==> config.mk <==
export PLATFORM = sky130hd
export DESIGN_NAME = ysyx_23060061_lsu
export DESIGN_NICKNAME = d
export VERILOG_FILES = /design/src/rtl/ysyx_23060061_lsu.sv
export SDC_FILE = /design/constraint.sdc
export NUM_CORES = 1
export LEC_CHECK = 0
export ABC_AREA = 1
export CAP_MARGIN = 20
export CORE_ASPECT_RATIO = 1.5
export CORE_UTILIZATION = 27
export DETAILED_ROUTE_END_ITERATION = 7
export MAX_ROUTING_LAYER = met4
export RECOVER_POWER = 50
export SLEW_MARGIN = 10
export SYNTH_ARGS = -nofsm -noshare
export SYNTH_HDL_FRONTEND = slang
export SYNTH_SLANG_ARGS = --single-unit
==> constraint.sdc <==
create_clock -name clk -period 1.7 [get_ports clk]
set_input_delay 0.17 -clock clk [delete_from_list [all_inputs] [get_ports clk]]
set_output_delay 0.17 -clock clk [all_outputs]
set_load 0.05 [all_outputs]
==> src/rtl/ysyx_23060061_lsu.sv <==
// ysyx_23060061_lsu: single-outstanding AXI4-Lite load/store unit fed by the execute ALU.
// Optional macro LSU_BUS_ERR_EN: nonzero rresp/bresp is reported through resp_err.
module ysyx_23060061_lsu #(
    parameter int WIDTH        = 32,
    parameter bit ERR_ON_BADOP = 1'b1
) (
    input  logic             clk,
    input  logic             rst,
    input  logic             req_valid,
    output logic             req_ready,
    input  logic             req_wen,
    input  logic [2:0]       req_funct3,
    input  logic [WIDTH-1:0] req_addr,
    input  logic [WIDTH-1:0] req_wdata,
    output logic             resp_valid,
    output logic [WIDTH-1:0] resp_rdata,
    output logic             resp_err,
    output logic [WIDTH-1:0] araddr,
    output logic             arvalid,
    input  logic             arready,
    input  logic [WIDTH-1:0] rdata,
    input  logic [1:0]       rresp,
    input  logic             rvalid,
    output logic             rready,
    output logic [WIDTH-1:0] awaddr,
    output logic             awvalid,
    input  logic             awready,
    output logic [WIDTH-1:0] wdata,
    output logic [3:0]       wstrb,
    output logic             wvalid,
    input  logic             wready,
    input  logic [1:0]       bresp,
    input  logic             bvalid,
    output logic             bready
);
    typedef enum logic [2:0] {IDLE, AR, R, W, B, RESP} state_t;

    state_t           state_q;
    logic             req_ready_q;
    logic             resp_valid_q;
    logic             resp_err_q;
    logic [WIDTH-1:0] resp_rdata_q;
    logic             arvalid_q;
    logic             rready_q;
    logic             awvalid_q;
    logic             wvalid_q;
    logic             bready_q;
    logic [WIDTH-1:0] araddr_q;
    logic [WIDTH-1:0] awaddr_q;
    logic [WIDTH-1:0] wdata_q;
    logic [3:0]       wstrb_q;
    logic [1:0]       off_q;
    logic [2:0]       funct3_q;

    logic             req_legal;
    logic             req_misaligned;
    logic             req_bad;
    logic [2:0]       req_f3_eff;
    logic [WIDTH-1:0] req_bus_addr;
    logic             rd_bus_err;
    logic             wr_bus_err;

    function automatic logic op_legal(input logic wen, input logic [2:0] f3);
        if (wen) return (f3 == 3'b000) || (f3 == 3'b001) || (f3 == 3'b010);
        return (f3 == 3'b000) || (f3 == 3'b001) || (f3 == 3'b010) ||
               (f3 == 3'b100) || (f3 == 3'b101);
    endfunction

    function automatic logic [WIDTH-1:0] store_lanes(input logic [1:0] sz, input logic [WIDTH-1:0] d);
        case (sz)
            2'b00:   return {4{d[7:0]}};
            2'b01:   return {2{d[15:0]}};
            default: return d;
        endcase
    endfunction

    function automatic logic [3:0] store_strb(input logic [1:0] sz, input logic [1:0] off);
        case (sz)
            2'b00:   return 4'b0001 << off;
            2'b01:   return 4'b0011 << off;
            default: return 4'b1111;
        endcase
    endfunction

    // Move the addressed lane down to bit 0, then extend by funct3.
    function automatic logic [WIDTH-1:0] load_extend(input logic [2:0] f3, input logic [1:0] off,
                                                     input logic [WIDTH-1:0] word);
        logic [WIDTH-1:0] sh;
        sh = word >> {off, 3'b000};
        case (f3)
            3'b000:  return {{24{sh[7]}}, sh[7:0]};
            3'b001:  return {{16{sh[15]}}, sh[15:0]};
            3'b100:  return {24'h0, sh[7:0]};
            3'b101:  return {16'h0, sh[15:0]};
            default: return word;
        endcase
    endfunction

    // With ERR_ON_BADOP cleared, an illegal code falls back to a plain word access.
    always_comb begin
        req_legal  = op_legal(req_wen, req_funct3);
        req_f3_eff = req_legal ? req_funct3 : 3'b010;
        case (req_f3_eff[1:0])
            2'b00:   req_misaligned = 1'b0;
            2'b01:   req_misaligned = req_addr[0];
            default: req_misaligned = |req_addr[1:0];
        endcase
        req_bad      = req_misaligned || (ERR_ON_BADOP && !req_legal);
        req_bus_addr = {req_addr[WIDTH-1:2], 2'b00};
    end

`ifdef LSU_BUS_ERR_EN
    assign rd_bus_err = |rresp;
    assign wr_bus_err = |bresp;
`else
    logic unused_resp;
    assign rd_bus_err  = 1'b0;
    assign wr_bus_err  = 1'b0;
    assign unused_resp = ^{rresp, bresp};
`endif

    always_ff @(posedge clk) begin
        if (rst) begin
            state_q      <= IDLE;
            req_ready_q  <= 1'b1;
            resp_valid_q <= 1'b0;
            resp_err_q   <= 1'b0;
            resp_rdata_q <= '0;
            arvalid_q    <= 1'b0;
            rready_q     <= 1'b0;
            awvalid_q    <= 1'b0;
            wvalid_q     <= 1'b0;
            bready_q     <= 1'b0;
            araddr_q     <= '0;
            awaddr_q     <= '0;
            wdata_q      <= '0;
            wstrb_q      <= 4'h0;
            off_q        <= 2'b00;
            funct3_q     <= 3'b000;
        end else begin
            case (state_q)
                IDLE: begin
                    if (req_valid) begin
                        req_ready_q <= 1'b0;
                        off_q       <= req_addr[1:0];
                        funct3_q    <= req_f3_eff;
                        if (req_bad) begin
                            state_q      <= RESP;
                            resp_valid_q <= 1'b1;
                            resp_err_q   <= 1'b1;
                            resp_rdata_q <= '0;
                        end else if (req_wen) begin
                            state_q   <= W;
                            awvalid_q <= 1'b1;
                            wvalid_q  <= 1'b1;
                            awaddr_q  <= req_bus_addr;
                            wdata_q   <= store_lanes(req_f3_eff[1:0], req_wdata);
                            wstrb_q   <= store_strb(req_f3_eff[1:0], req_addr[1:0]);
                        end else begin
                            state_q   <= AR;
                            arvalid_q <= 1'b1;
                            araddr_q  <= req_bus_addr;
                        end
                    end
                end
                AR: begin
                    if (arready) begin
                        arvalid_q <= 1'b0;
                        rready_q  <= 1'b1;
                        state_q   <= R;
                    end
                end
                R: begin
                    if (rvalid) begin
                        rready_q     <= 1'b0;
                        resp_valid_q <= 1'b1;
                        resp_err_q   <= rd_bus_err;
                        resp_rdata_q <= rd_bus_err ? '0 : load_extend(funct3_q, off_q, rdata);
                        state_q      <= RESP;
                    end
                end
                W: begin
                    // AW and W retire independently; leave once both have handshaken.
                    if (awready) awvalid_q <= 1'b0;
                    if (wready)  wvalid_q  <= 1'b0;
                    if ((!awvalid_q || awready) && (!wvalid_q || wready)) begin
                        bready_q <= 1'b1;
                        state_q  <= B;
                    end
                end
                B: begin
                    if (bvalid) begin
                        bready_q     <= 1'b0;
                        resp_valid_q <= 1'b1;
                        resp_err_q   <= wr_bus_err;
                        resp_rdata_q <= '0;
                        state_q      <= RESP;
                    end
                end
                RESP: begin
                    resp_valid_q <= 1'b0;
                    resp_err_q   <= 1'b0;
                    resp_rdata_q <= '0;
                    req_ready_q  <= 1'b1;
                    state_q      <= IDLE;
                end
                default: begin
                    state_q     <= IDLE;
                    req_ready_q <= 1'b1;
                end
            endcase
        end
    end

    assign req_ready  = req_ready_q;
    assign resp_valid = resp_valid_q;
    assign resp_err   = resp_err_q;
    assign resp_rdata = resp_rdata_q;
    assign araddr     = araddr_q;
    assign arvalid    = arvalid_q;
    assign rready     = rready_q;
    assign awaddr     = awaddr_q;
    assign awvalid    = awvalid_q;
    assign wdata      = wdata_q;
    assign wstrb      = wstrb_q;
    assign wvalid     = wvalid_q;
    assign bready     = bready_q;
endmodule

==> flow_metrics.py, run 1 <==
metrics = {
    "placed_design": {
        "gp_congestion": 0.890,
        "hpwl_mm": 17.3,
        "post-place-ws_ns": -0.416,
        "placed_area_sq_um": 9560,
        "portBuffers": 243,
    },
    "synth": {
        "yosysWarningCount": 0,
        "synth_area_leaders": "dfxtp_1 43%, nand2_1 21%, a21oi_1 12%",
        "synth.largest_area_cell": "dfxtp_1",
        "yosysTopAreaCellShare_pct": 43.5,
        "yosysSeqAreaShare_pct": 43.5,
        "synth_seq_cells": 144,
        "synth.distinct_cells": 26,
        "syn_inst": 1006,
        "syn_area_sq_um": 6630,
        "postSynthAreaPerCell_sq_um": 6.59,
    },
    "sta": {
        "min_period_ns": 1.59,
        "setup_ws_ns": 0.107,
        "fin_crit_sh_pct": 93.7,
        "finalSetupViolCount": 0,
        "drv_slew": 0,
        "max_freq_mhz": 628,
        "timing.slew.headroom_pct": 53.5,
        "clock_skew_ns": 0.00796,
        "finalSetupTns_ns": 0,
        "worst_pin_slew_ns": 0.701,
        "hold_violations": 0,
    },
    "detailed_routing": {
        "wl_per_cell_um": 16.0,
        "antenna_left": 0,
        "via_per_inst": 4.63,
        "drt_pass1_iterations": 5,
        "routed_wl_mm": 25.7,
        "routed-via-count": 7456,
        "route.detailed.drc": 0,
        "drt_iter0_drc": 409,
    },
    "setup_path": {
        "arrival_ns": 1.95,
        "cp_slowest_cell": "clkdlybuf4s50_1",
        "cp_top_family": "buffers and inverters",
        "crit_path_max_fanout": 10,
        "rr_endpoint": "wstrb[3]$_SDFFE_PP0P_",
        "crit_buf_inv": 3,
        "worstPathCellList": "clkdlybuf4s50_1 > nor2_4 > nand2_1 > a21oi_4 > nand3_1 > nor2_4 > buf_12 > buf_12 > nand2_1 > a21oi_2",
        "endpoint_kind": "flop",
        "crit_path_max_incr_delay_ns": 0.51,
        "startpoint_type": "primary input",
        "reg2reg_setup_slack_ns": 0.12,
        "r2r_cells": 10,
        "required_ns": 2.06,
        "worstSetupPathType": "primary input to flop",
        "r2r-start": "state_q[0]$_SDFFE_PP0P_",
    },
    "die": {
        "core-area_sq_um": 23900,
        "initial_core_util_pct": 27.7,
        "die_w_um": 130,
        "die_area_sq_um": 25200,
        "num_io_pins": 252,
        "rows": 69,
        "die_height_um": 194,
    },
    "power": {
        "p_leak_nw": 4.38,
        "irDropWorstVdd_v": 0.000760,
        "p_seq_share_pct": 29.1,
        "intPower_mw": 8.03,
        "power_mw": 14.3,
        "p_sw_mw": 6.22,
        "p_comb_share_pct": 45.8,
        "clkPwrFrac_pct": 25.0,
        "swShare_pct": 43.7,
        "power_density_nw_per_um2": 1410,
    },
    "run_status": {
        "status": "finished clean",
    },
    "clock_network": {
        "clock-sinks": 144,
        "clk-insertion-delay-late_ns": 0.43,
        "cts_max_level": 4,
        "cts_made_buffers": 17,
        "root_buffer": "clkbuf_16",
        "clock_path_buffers": 2,
        "cts.reportedPaths.clkPinSlew_ns": 0.06,
        "cts_tree": "done",
    },
    "hold_path": {
        "hold_end": "wstrb[0]$_SDFFE_PP0P_",
        "hold_path.class": "primary input to flop",
        "holdPathStages": 4,
        "worstHoldStart": "req_addr[0]",
    },
    "global_routing": {
        "grt_max_degree": 99,
        "antenna_found_initial": 1,
        "grt_usage_pct": 20.0,
        "grt_most_used_layer": "met2",
        "use_met3_pct": 4.66,
        "met2_usage_pct": 34.0,
        "grt_overflow_total": 0,
        "grt_first_pass_wirelength_mm": 37.4,
        "grt_pass1_vias": 7057,
        "use_met1_pct": 21.9,
    },
    "cells_and_area": {
        "drive_gt1_share_pct": 9.93,
        "area_delta_synth_final_pct": 53.0,
        "fin_area_sq_um": 10100,
        "fin_nets": 1388,
    },
    "run": {
        "drv_cap": 0,
    },
}
kinds of logic (layout without fill, tap and decap cells):
| logic type | Yosys count | count (layout) | share of synthesized area (%) |
|---|---|---|---|
| AOI/OAI and AO/OA | 223 | 223 | 17.6 |
| buffers and inverters | 158 | 438 | 10.3 |
| DFF | 144 | 144 | 43.5 |
| other | 1 | 5 | 0.0566 |
| and+or+nand+nor | 480 | 480 | 28.6 |
worst reg2reg max path: stages, from the launching register on:
cell	delay (ns)
dfxtp_1	0.32
inv_2	0.08
nand2_4	0.07
nor2_4	0.16
nand2_2	0.11
inv_4	0.10
nand4_1	0.10
buf_6	0.17
clkbuf_16	0.18
nor3_4	0.12
nor2_1	0.07
power by group through the flow:
stage / Combinational (mW) / Sequential (mW) / Clock (mW)
floorplan: 2.80 / 5.54 / 0
global placement: 6.52 / 4.23 / 0
finish: 6.53 / 4.15 / 3.57
global route: 7.14 / 4.21 / 3.82
CTS: 6.54 / 4.16 / 3.68
detailed placement: 6.57 / 4.24 / 0
synth_stat cells, drive strengths merged:
| master | instances |
|---|---|
| clkbuf | 33 |
| o31ai | 1 |
| a21boi | 1 |
| nor3 | 5 |
| inv | 91 |
| o22ai | 1 |
| o21ai | 42 |
| nand4 | 3 |
| buf | 33 |
| nor2 | 44 |
| o211ai | 8 |
| a31oi | 4 |
| dfxtp | 144 |
| nand2 | 371 |
| o2111ai | 2 |
| clkinv | 1 |
| a21oi | 163 |
| nand3 | 57 |
| conb | 1 |
| a221o | 1 |
cell usage in the layout, fill, tap and decap left out, drive strengths merged:
cell and n:
clkinv 8, dlymetal6s2s 2, nand2 371, a31oi 4, clkdlybuf4s50 104, o21ai 42
clkbuf 97, a21oi 163, o31ai 1, buf 64, dfxtp 144, o211ai 8
dlygate4sd2 67, conb 4, a21boi 1, nand4 3, clkinvlp 2, o22ai 1
o2111ai 2, inv 93, a221o 1, nand3 57, nor3 5, diode 1
nor2 44, bufinv 1
worst max path at each step:
stage / start / endpoint / slack [ns] / depth (start not counted)
2_1_floorplan: state_q[1]$_SDFFE_PP0P_ / awaddr[31]$_SDFFE_PP0P_ / 0.13 / 10
3_3_place_gp: req_wen / resp_rdata[7]$_SDFFE_PP0P_ / -0.37 / 9
3_5_place_dp: req_wen / resp_rdata[7]$_SDFFE_PP0P_ / -0.42 / 9
4_1_cts: state_q[0]$_SDFFE_PP0P_ / wdata[30]$_SDFFE_PP0P_ / 0.02 / 11
5_1_grt: req_addr[1] / wdata[12]$_SDFFE_PP0P_ / -0.01 / 10
6_report: req_addr[1] / wdata[30]$_SDFFE_PP0P_ / 0.11 / 10
what timing repair did:
| action | CTS | global route |
|---|---|---|
| gates cloned | 1 | 8 |
| pin swaps | 0 | 1 |
| hold endpoints to repair | 0 | 0 |
| setup endpoints to repair | 162 | 128 |
| buffers inserted | 2 | 4 |
| hold buffers | 0 | 0 |
| gates resized for setup | 76 | 27 |
state kept, by name (all words and copies together), names as in the netlist:
signal and flops:
resp_err 1, araddr 30, rready 1, resp_rdata 32, resp_valid 1, funct3_q 3, req_ready 1, wstrb 4
bready 1, arvalid 1, wvalid 1, awaddr 30, awvalid 1, off_q 2, wdata 32, state_q 3
final cells by class:
cell class	count	area (sq um)
clock inverters	12	113
diodes	1	2.50
well taps	319	399
fillers	2591	13800
multi-input cells	707	3190
inverters	92	353
flip-flops and latches	144	2880
clock buffers	20	437
repair buffers	314	2770
per-layer routing:
| layer | up-vias | wire length [um] |
|---|---|---|
| met5 | - | 0 |
| met4 | 0 | 862 |
| met3 | 54 | 1370 |
| met2 | 258 | 13200 |
| met1 | 3391 | 10300 |
| li1 | 3753 | - |
stage by stage:
step	cells	hold slack, ns	util (%)
after floorplan	1009	0.313	-
after global placement	1562	0.436	40.0
after detailed placement	1562	0.444	40.0
after CTS	1597	0.286	42.3
after global routing	1609	0.307	42.4
final	1609	0.282	42.4
No activity file was read; power rests on OpenSTA's default activity.
==> run 2, diff against run 1 <==
--- a/config.mk
+++ b/config.mk
@@ -12,6 +12,7 @@
 export DETAILED_ROUTE_END_ITERATION = 7
 export MAX_ROUTING_LAYER = met4
 export RECOVER_POWER = 50
+export REMOVE_ABC_BUFFERS = 1
 export SLEW_MARGIN = 10
 export SYNTH_ARGS = -nofsm -noshare
 export SYNTH_HDL_FRONTEND = slang
==> run 2 against run 1 <==
Against the previous run: via count is 0.15% higher; clock power up 11%; die area did not move; clock skew grew 0.0085 ns; core utilization rose by 0.19 points; first-iteration DRC count shrank 29%; register-to-register slack worse by 0.05 ns; clock-buffer cell count decreased by 3; non-clock buffer count rose by 9; hold slack better by 0.049 ns; critical endpoint is now awaddr[9]$_SDFFE_PP0P_.
==> flow_metrics.py, run 2 (synthesized netlist as in run 1, its figures left out) <==
metrics = {
    "run_status": {
        "status": "finished clean",
    },
    "clock_network": {
        "cts.reportedPaths.clkPinSlew_ns": 0.07,
        "root_buffer": "clkbuf_16",
        "cts_made_buffers": 17,
        "cts_tree": "done",
        "clock_path_buffers": 2,
        "cts_max_level": 4,
        "clk-insertion-delay-late_ns": 0.43,
        "clock-sinks": 144,
    },
    "sta": {
        "drv_slew": 0,
        "clock_skew_ns": 0.0164,
        "finalSetupTns_ns": 0,
        "min_period_ns": 1.63,
        "timing.slew.headroom_pct": 52.4,
        "max_freq_mhz": 613,
        "hold_violations": 0,
        "fin_crit_sh_pct": 95.9,
        "finalSetupViolCount": 0,
        "worst_pin_slew_ns": 0.717,
        "setup_ws_ns": 0.0690,
    },
    "setup_path": {
        "required_ns": 2.00,
        "crit_buf_inv": 6,
        "crit_path_max_fanout": 8,
        "startpoint_type": "flop",
        "worstSetupPathType": "flop to flop",
        "crit_path_max_incr_delay_ns": 0.33,
        "cp_slowest_cell": "dfxtp_2",
        "cp_top_family": "buffers and inverters",
        "arrival_ns": 1.93,
        "worstPathCellList": "inv_2 > nand2_4 > nor2_4 > buf_6 > nand2_4 > inv_2 > nand4_1 > buf_4 > buf_6 > clkbuf_16 > nand2_1 > a21oi_1",
        "endpoint_kind": "flop",
    },
    "detailed_routing": {
        "routed_wl_mm": 25.0,
        "drt_iter0_drc": 292,
        "antenna_left": 0,
        "route.detailed.drc": 0,
        "wl_per_cell_um": 15.5,
        "routed-via-count": 7467,
        "drt_pass1_iterations": 4,
        "via_per_inst": 4.61,
    },
    "global_routing": {
        "grt_first_pass_wirelength_mm": 36.5,
        "grt_overflow_total": 0,
        "antenna_found_initial": 1,
        "grt_max_degree": 67,
        "grt_pass1_vias": 7056,
        "grt_usage_pct": 19.2,
    },
    "die": {
        "initial_core_util_pct": 27.7,
        "die_height_um": 194,
        "core-area_sq_um": 23900,
        "rows": 69,
        "die_w_um": 130,
        "num_io_pins": 252,
        "die_area_sq_um": 25200,
    },
    "power": {
        "clkPwrFrac_pct": 26.8,
        "power_mw": 14.8,
        "power_density_nw_per_um2": 1450,
        "p_seq_share_pct": 28.2,
        "intPower_mw": 8.39,
        "p_leak_nw": 4.42,
        "swShare_pct": 43.1,
        "irDropWorstVdd_v": 0.000728,
        "p_sw_mw": 6.36,
        "p_comb_share_pct": 45.0,
    },
    "placed_design": {
        "post-place-ws_ns": -0.382,
        "portBuffers": 243,
        "hpwl_mm": 16.9,
        "gp_congestion": 0.910,
        "placed_area_sq_um": 9560,
    },
    "hold_path": {
        "hold_path.class": "primary input to flop",
    },
    "cells_and_area": {
        "final_common_cell": "nand2_1",
        "fin_area_sq_um": 10200,
        "mostFrequentLayoutCells": "366 x nand2_1, 160 x a21oi_1, 139 x dfxtp_1",
        "area_delta_synth_final_pct": 53.7,
        "drive_gt1_share_pct": 10.8,
        "fin_nets": 1397,
    },
    "run": {
        "drv_cap": 0,
    },
}
[run 2: cell types whose count changed in the layout (fill, tap and decap cells not counted), sizes merged]
cell	before	now
clkinv	8	4
buf	64	76
dlygate4sd2	67	66
clkdlybuf4s50	104	106
inv	93	100
clkbuf	97	91
clkinvlp	2	1
dlymetal6s2s	2	0
dlygate4sd3	0	1
bufinv	1	2
[run 2: what timing repair did]
action | 4_1_cts | 5_1_grt
hold buffers | 1 | 0
pin swaps | 0 | 2
gates resized for setup | 67 | 35
cloned | 0 | 8
setup buffers | 0 | 10
hold endpoints to repair | 5 | 0
endpoints found under the setup margin | 93 | 128
[run 2: worst paths after layout]
path,cells past startpoint,start,end,slack (ns)
setup / recovery,12,state_q[0]$_SDFFE_PP0P_,awaddr[9]$_SDFFE_PP0P_,0.07
hold / removal,3,req_addr[24],awaddr[24]$_SDFFE_PP0P_,0.33
setup reg to reg,12,state_q[0]$_SDFFE_PP0P_,awaddr[9]$_SDFFE_PP0P_,0.07
hold reg to reg,2,rready$_SDFFE_PP0P_,rready$_SDFFE_PP0P_,0.45
[run 2: metal layers]
| metal | vias up | part of all wire (%) | GRT usage, % |
|---|---|---|---|
| met1 | 3429 | 41 | 21.5 |
| met4 | 0 | 2.7 | 7.15 |
| met3 | 39 | 6.2 | 5.08 |
| met2 | 234 | 50 | 32.3 |
| met5 | - | 0 | - |
| li1 | 3765 | - | - |
[run 2: cell type report]
cell class / count / area [sq um]
antenna: 1 / 2.50
tap: 319 / 399
fill: 2616 / 13700
sequential: 144 / 2890
clock buffer: 17 / 425
clock inverter: 15 / 190
multi-input combinational: 707 / 3150
inverter: 92 / 353
timing repair buffer: 323 / 2780
[run 2: per-stage QoR]
stage | util [%] | cells | hold WS (ns)
6_report | 42.6 | 1618 | 0.331
5_1_grt | 42.6 | 1618 | 0.333
4_1_cts | 42.3 | 1599 | 0.311
3_5_place_dp | 40.0 | 1566 | 0.440
3_3_place_gp | 40.0 | 1566 | 0.435
2_1_floorplan | - | 943 | 0.239
[run 2: worst register-to-register path, stage by stage (launching register included)]
cell and delay, ns:
dfxtp_2 0.33, inv_2 0.08, nand2_4 0.07, nor2_4 0.13, buf_6 0.12, nand2_4 0.05
inv_2 0.05, nand4_1 0.08, buf_4 0.17, buf_6 0.14, clkbuf_16 0.17, nand2_1 0.07
a21oi_1 0.06
[run 2: power groups by stage]
stage / Clock [mW] / Combinational [mW] / Sequential, mW
2_1_floorplan: 0 / 2.42 / 5.61
3_3_place_gp: 0 / 6.41 / 4.23
3_5_place_dp: 0 / 6.43 / 4.24
4_1_cts: 4.06 / 6.35 / 4.16
5_1_grt: 4.16 / 7.24 / 4.23
6_report: 3.96 / 6.63 / 4.16
==> run 3, diff against run 2 <==
--- a/config.mk
+++ b/config.mk
@@ -10,6 +10,7 @@
 export CORE_ASPECT_RATIO = 1.5
 export CORE_UTILIZATION = 27
 export DETAILED_ROUTE_END_ITERATION = 7
+export GPL_TIMING_DRIVEN = 0
 export MAX_ROUTING_LAYER = met4
 export RECOVER_POWER = 50
 export REMOVE_ABC_BUFFERS = 1
==> run 3 against run 2 <==
Against the previous run: non-clock buffer count shrank 23; cell area rose by 6.6%; clock skew fell by 0.0097 ns; critical path depth fell by 1; final cell count shrank 0.56%; sequential power up 3%; clock power decreased by 2%; first-iteration DRC count grew 60%; maximum frequency shrank 0.94%; die area unchanged.
==> flow_metrics.py, run 3 (synthesized netlist as in run 1, its figures left out) <==
metrics = {
    "run_status": {
        "status": "finished clean",
    },
    "detailed_routing": {
        "antenna_left": 0,
        "wl_per_cell_um": 16.8,
        "routed_wl_mm": 27.1,
        "drt_pass1_iterations": 5,
        "via_per_inst": 4.76,
        "drt_iter0_drc": 468,
        "routed-via-count": 7655,
        "route.detailed.drc": 0,
    },
    "setup_path": {
        "startpoint_type": "flop",
        "r2r-start": "state_q[1]$_SDFFE_PP0P_",
        "rr_endpoint": "resp_err$_SDFFE_PP0P_",
        "required_ns": 2.01,
        "r2r_cells": 11,
        "worstSetupPathType": "flop to flop",
        "reg2reg_setup_slack_ns": 0.05,
        "endpoint_kind": "flop",
        "arrival_ns": 1.96,
        "crit_path_max_fanout": 14,
    },
    "clock_network": {
        "cts_made_buffers": 17,
        "clock-sinks": 144,
        "clk-insertion-delay-late_ns": 0.43,
        "clock_path_buffers": 2,
        "cts_tree": "done",
        "cts_max_level": 4,
        "cts.reportedPaths.clkPinSlew_ns": 0.06,
        "root_buffer": "clkbuf_16",
    },
    "die": {
        "die_w_um": 130,
        "die_area_sq_um": 25200,
        "initial_core_util_pct": 27.7,
        "num_io_pins": 252,
        "die_height_um": 194,
        "core-area_sq_um": 23900,
        "rows": 69,
    },
    "hold_path": {
        "hold_path.class": "primary input to flop",
        "worstHoldStart": "rst",
        "hold_end": "awaddr[11]$_SDFFE_PP0P_",
        "holdPathStages": 2,
    },
    "sta": {
        "hold_violations": 0,
        "finalSetupViolCount": 0,
        "fin_crit_sh_pct": 96.9,
        "timing.hold.ws_ns": 0.147,
        "min_period_ns": 1.65,
        "max_freq_mhz": 607,
        "drv_slew": 0,
        "rsz0062_at_grt": "yes",
        "clock_skew_ns": 0.00678,
        "timing.slew.headroom_pct": 54.1,
        "worst_pin_slew_ns": 0.689,
    },
    "global_routing": {
        "grt_first_pass_wirelength_mm": 40.0,
        "grt_overflow_total": 0,
        "grt_max_degree": 71,
        "grt_usage_pct": 21.7,
        "antenna_found_initial": 2,
        "grt_pass1_vias": 7169,
    },
    "power": {
        "p_leak_nw": 4.90,
        "irDropWorstVdd_v": 0.000773,
        "power_density_nw_per_um2": 1450,
        "power_mw": 15.7,
    },
    "cells_and_area": {
        "multi_input_area_sq_um": 3430,
        "area_delta_synth_final_pct": 63.7,
        "fin_nets": 1387,
        "drive_gt1_share_pct": 13.0,
        "mostFrequentLayoutCells": "355 x nand2_1, 146 x a21oi_1, 138 x dfxtp_1",
        "fillers": 2442,
        "regArea_sq_um": 2900,
        "final_common_cell": "nand2_1",
    },
    "placed_design": {
        "gp_congestion": 0.850,
        "portBuffers": 243,
        "hpwl_mm": 16.3,
    },
    "run": {
        "drv_cap": 0,
    },
}
## run 3: changes by cell type in the layout (fill, tap and decap cells not counted), sizes merged, moves of 2 or more
cell / change
buf: -23
clkdlybuf4s50: -4
nand2: +5
dlygate4sd2: +71
inv: -9
dlymetal6s2s: +2
clkbuf: -64
clkinvlp: +10
## run 3: critical path, stage by stage, from the launching register on
cell and delay [ns]:
dfxtp_4 0.39, inv_4 0.05, nand2_4 0.07, nor2_4 0.05, buf_6 0.12, nand2_4 0.07, nand2_4 0.05, nor2_4 0.20
buf_12 0.14, nand2_8 0.11, inv_6 0.17, a21oi_1 0.09
## run 3: layer usage
layer / wire length [um] / vias up / global-route usage, %
met3: 2050 / 66 / 6.07
met2: 13600 / 309 / 36.4
met5: 0 / - / -
met4: 1110 / 0 / 9.39
met1: 10400 / 3521 / 23.7
li1: - / 3759 / -
## run 3: per-stage QoR
step                util (%)  instance area (sq um)  setup slack [ns]  cells  TNS, ns
floorplan                  -                   6300             -1.59    943  -138.59
detailed placement      39.0                   9320             -2.05   1514  -218.87
finish                  45.4                  10900            0.0535   1609        0
global route            45.4                  10900           -0.0210   1609   -0.437
global placement        38.2                   9140             -4.99   1505  -633.75
CTS                     43.5                  10400           0.00152   1586        0
## run 3: how the worst max path moves through the flow
stage                                  startpoint                          to  slack [ns]  cells after the start
after floorplan           state_q[1]$_SDFFE_PP0P_       wstrb[0]$_SDFFE_PP0P_       -1.59                      8
after global routing      state_q[1]$_SDFFE_PP0P_       wdata[9]$_SDFFE_PP0P_       -0.02                     10
after detailed placement                  req_wen  resp_rdata[7]$_SDFFE_PP0P_       -2.05                      9
after global placement                        rst         rready$_SDFFE_PP0P_       -4.99                      4
final                     state_q[1]$_SDFFE_PP0P_       resp_err$_SDFFE_PP0P_        0.05                     11
after CTS                   off_q[0]$_SDFFE_PP0P_  resp_rdata[5]$_SDFFE_PP0P_       0.002                      6
## run 3: layout make-up
cell class / instances / area share, %
Clock inverter: 10 / 1.16
Timing Repair inverter: 6 / 0.427
Multi-Input combinational cell: 714 / 31.6
Antenna cell: 2 / 0.0461
Timing Repair Buffer: 300 / 28.1
Clock buffer: 22 / 4.46
Tap cell: 319 / 3.68
Sequential cell: 144 / 26.7
Inverter: 92 / 3.73
## run 3: what timing repair did
| item | CTS | global route |
|---|---|---|
| hold buffers | 0 | 0 |
| resized for setup | 204 | 58 |
| buffers inserted | 29 | 14 |
| setup endpoints to repair | 276 | 131 |
| cloned | 12 | 7 |
| hold endpoints to repair | 0 | 0 |
| pin swaps | 11 | 15 |
## run 3: report_power, final
group / switching (mW) / internal (mW) / leakage, nW
sequential: 0.391 / 3.89 / 1.17
clock: 1.56 / 2.33 / 0.290
combinational: 5.01 / 2.55 / 3.43
total: 6.96 / 8.77 / 4.90
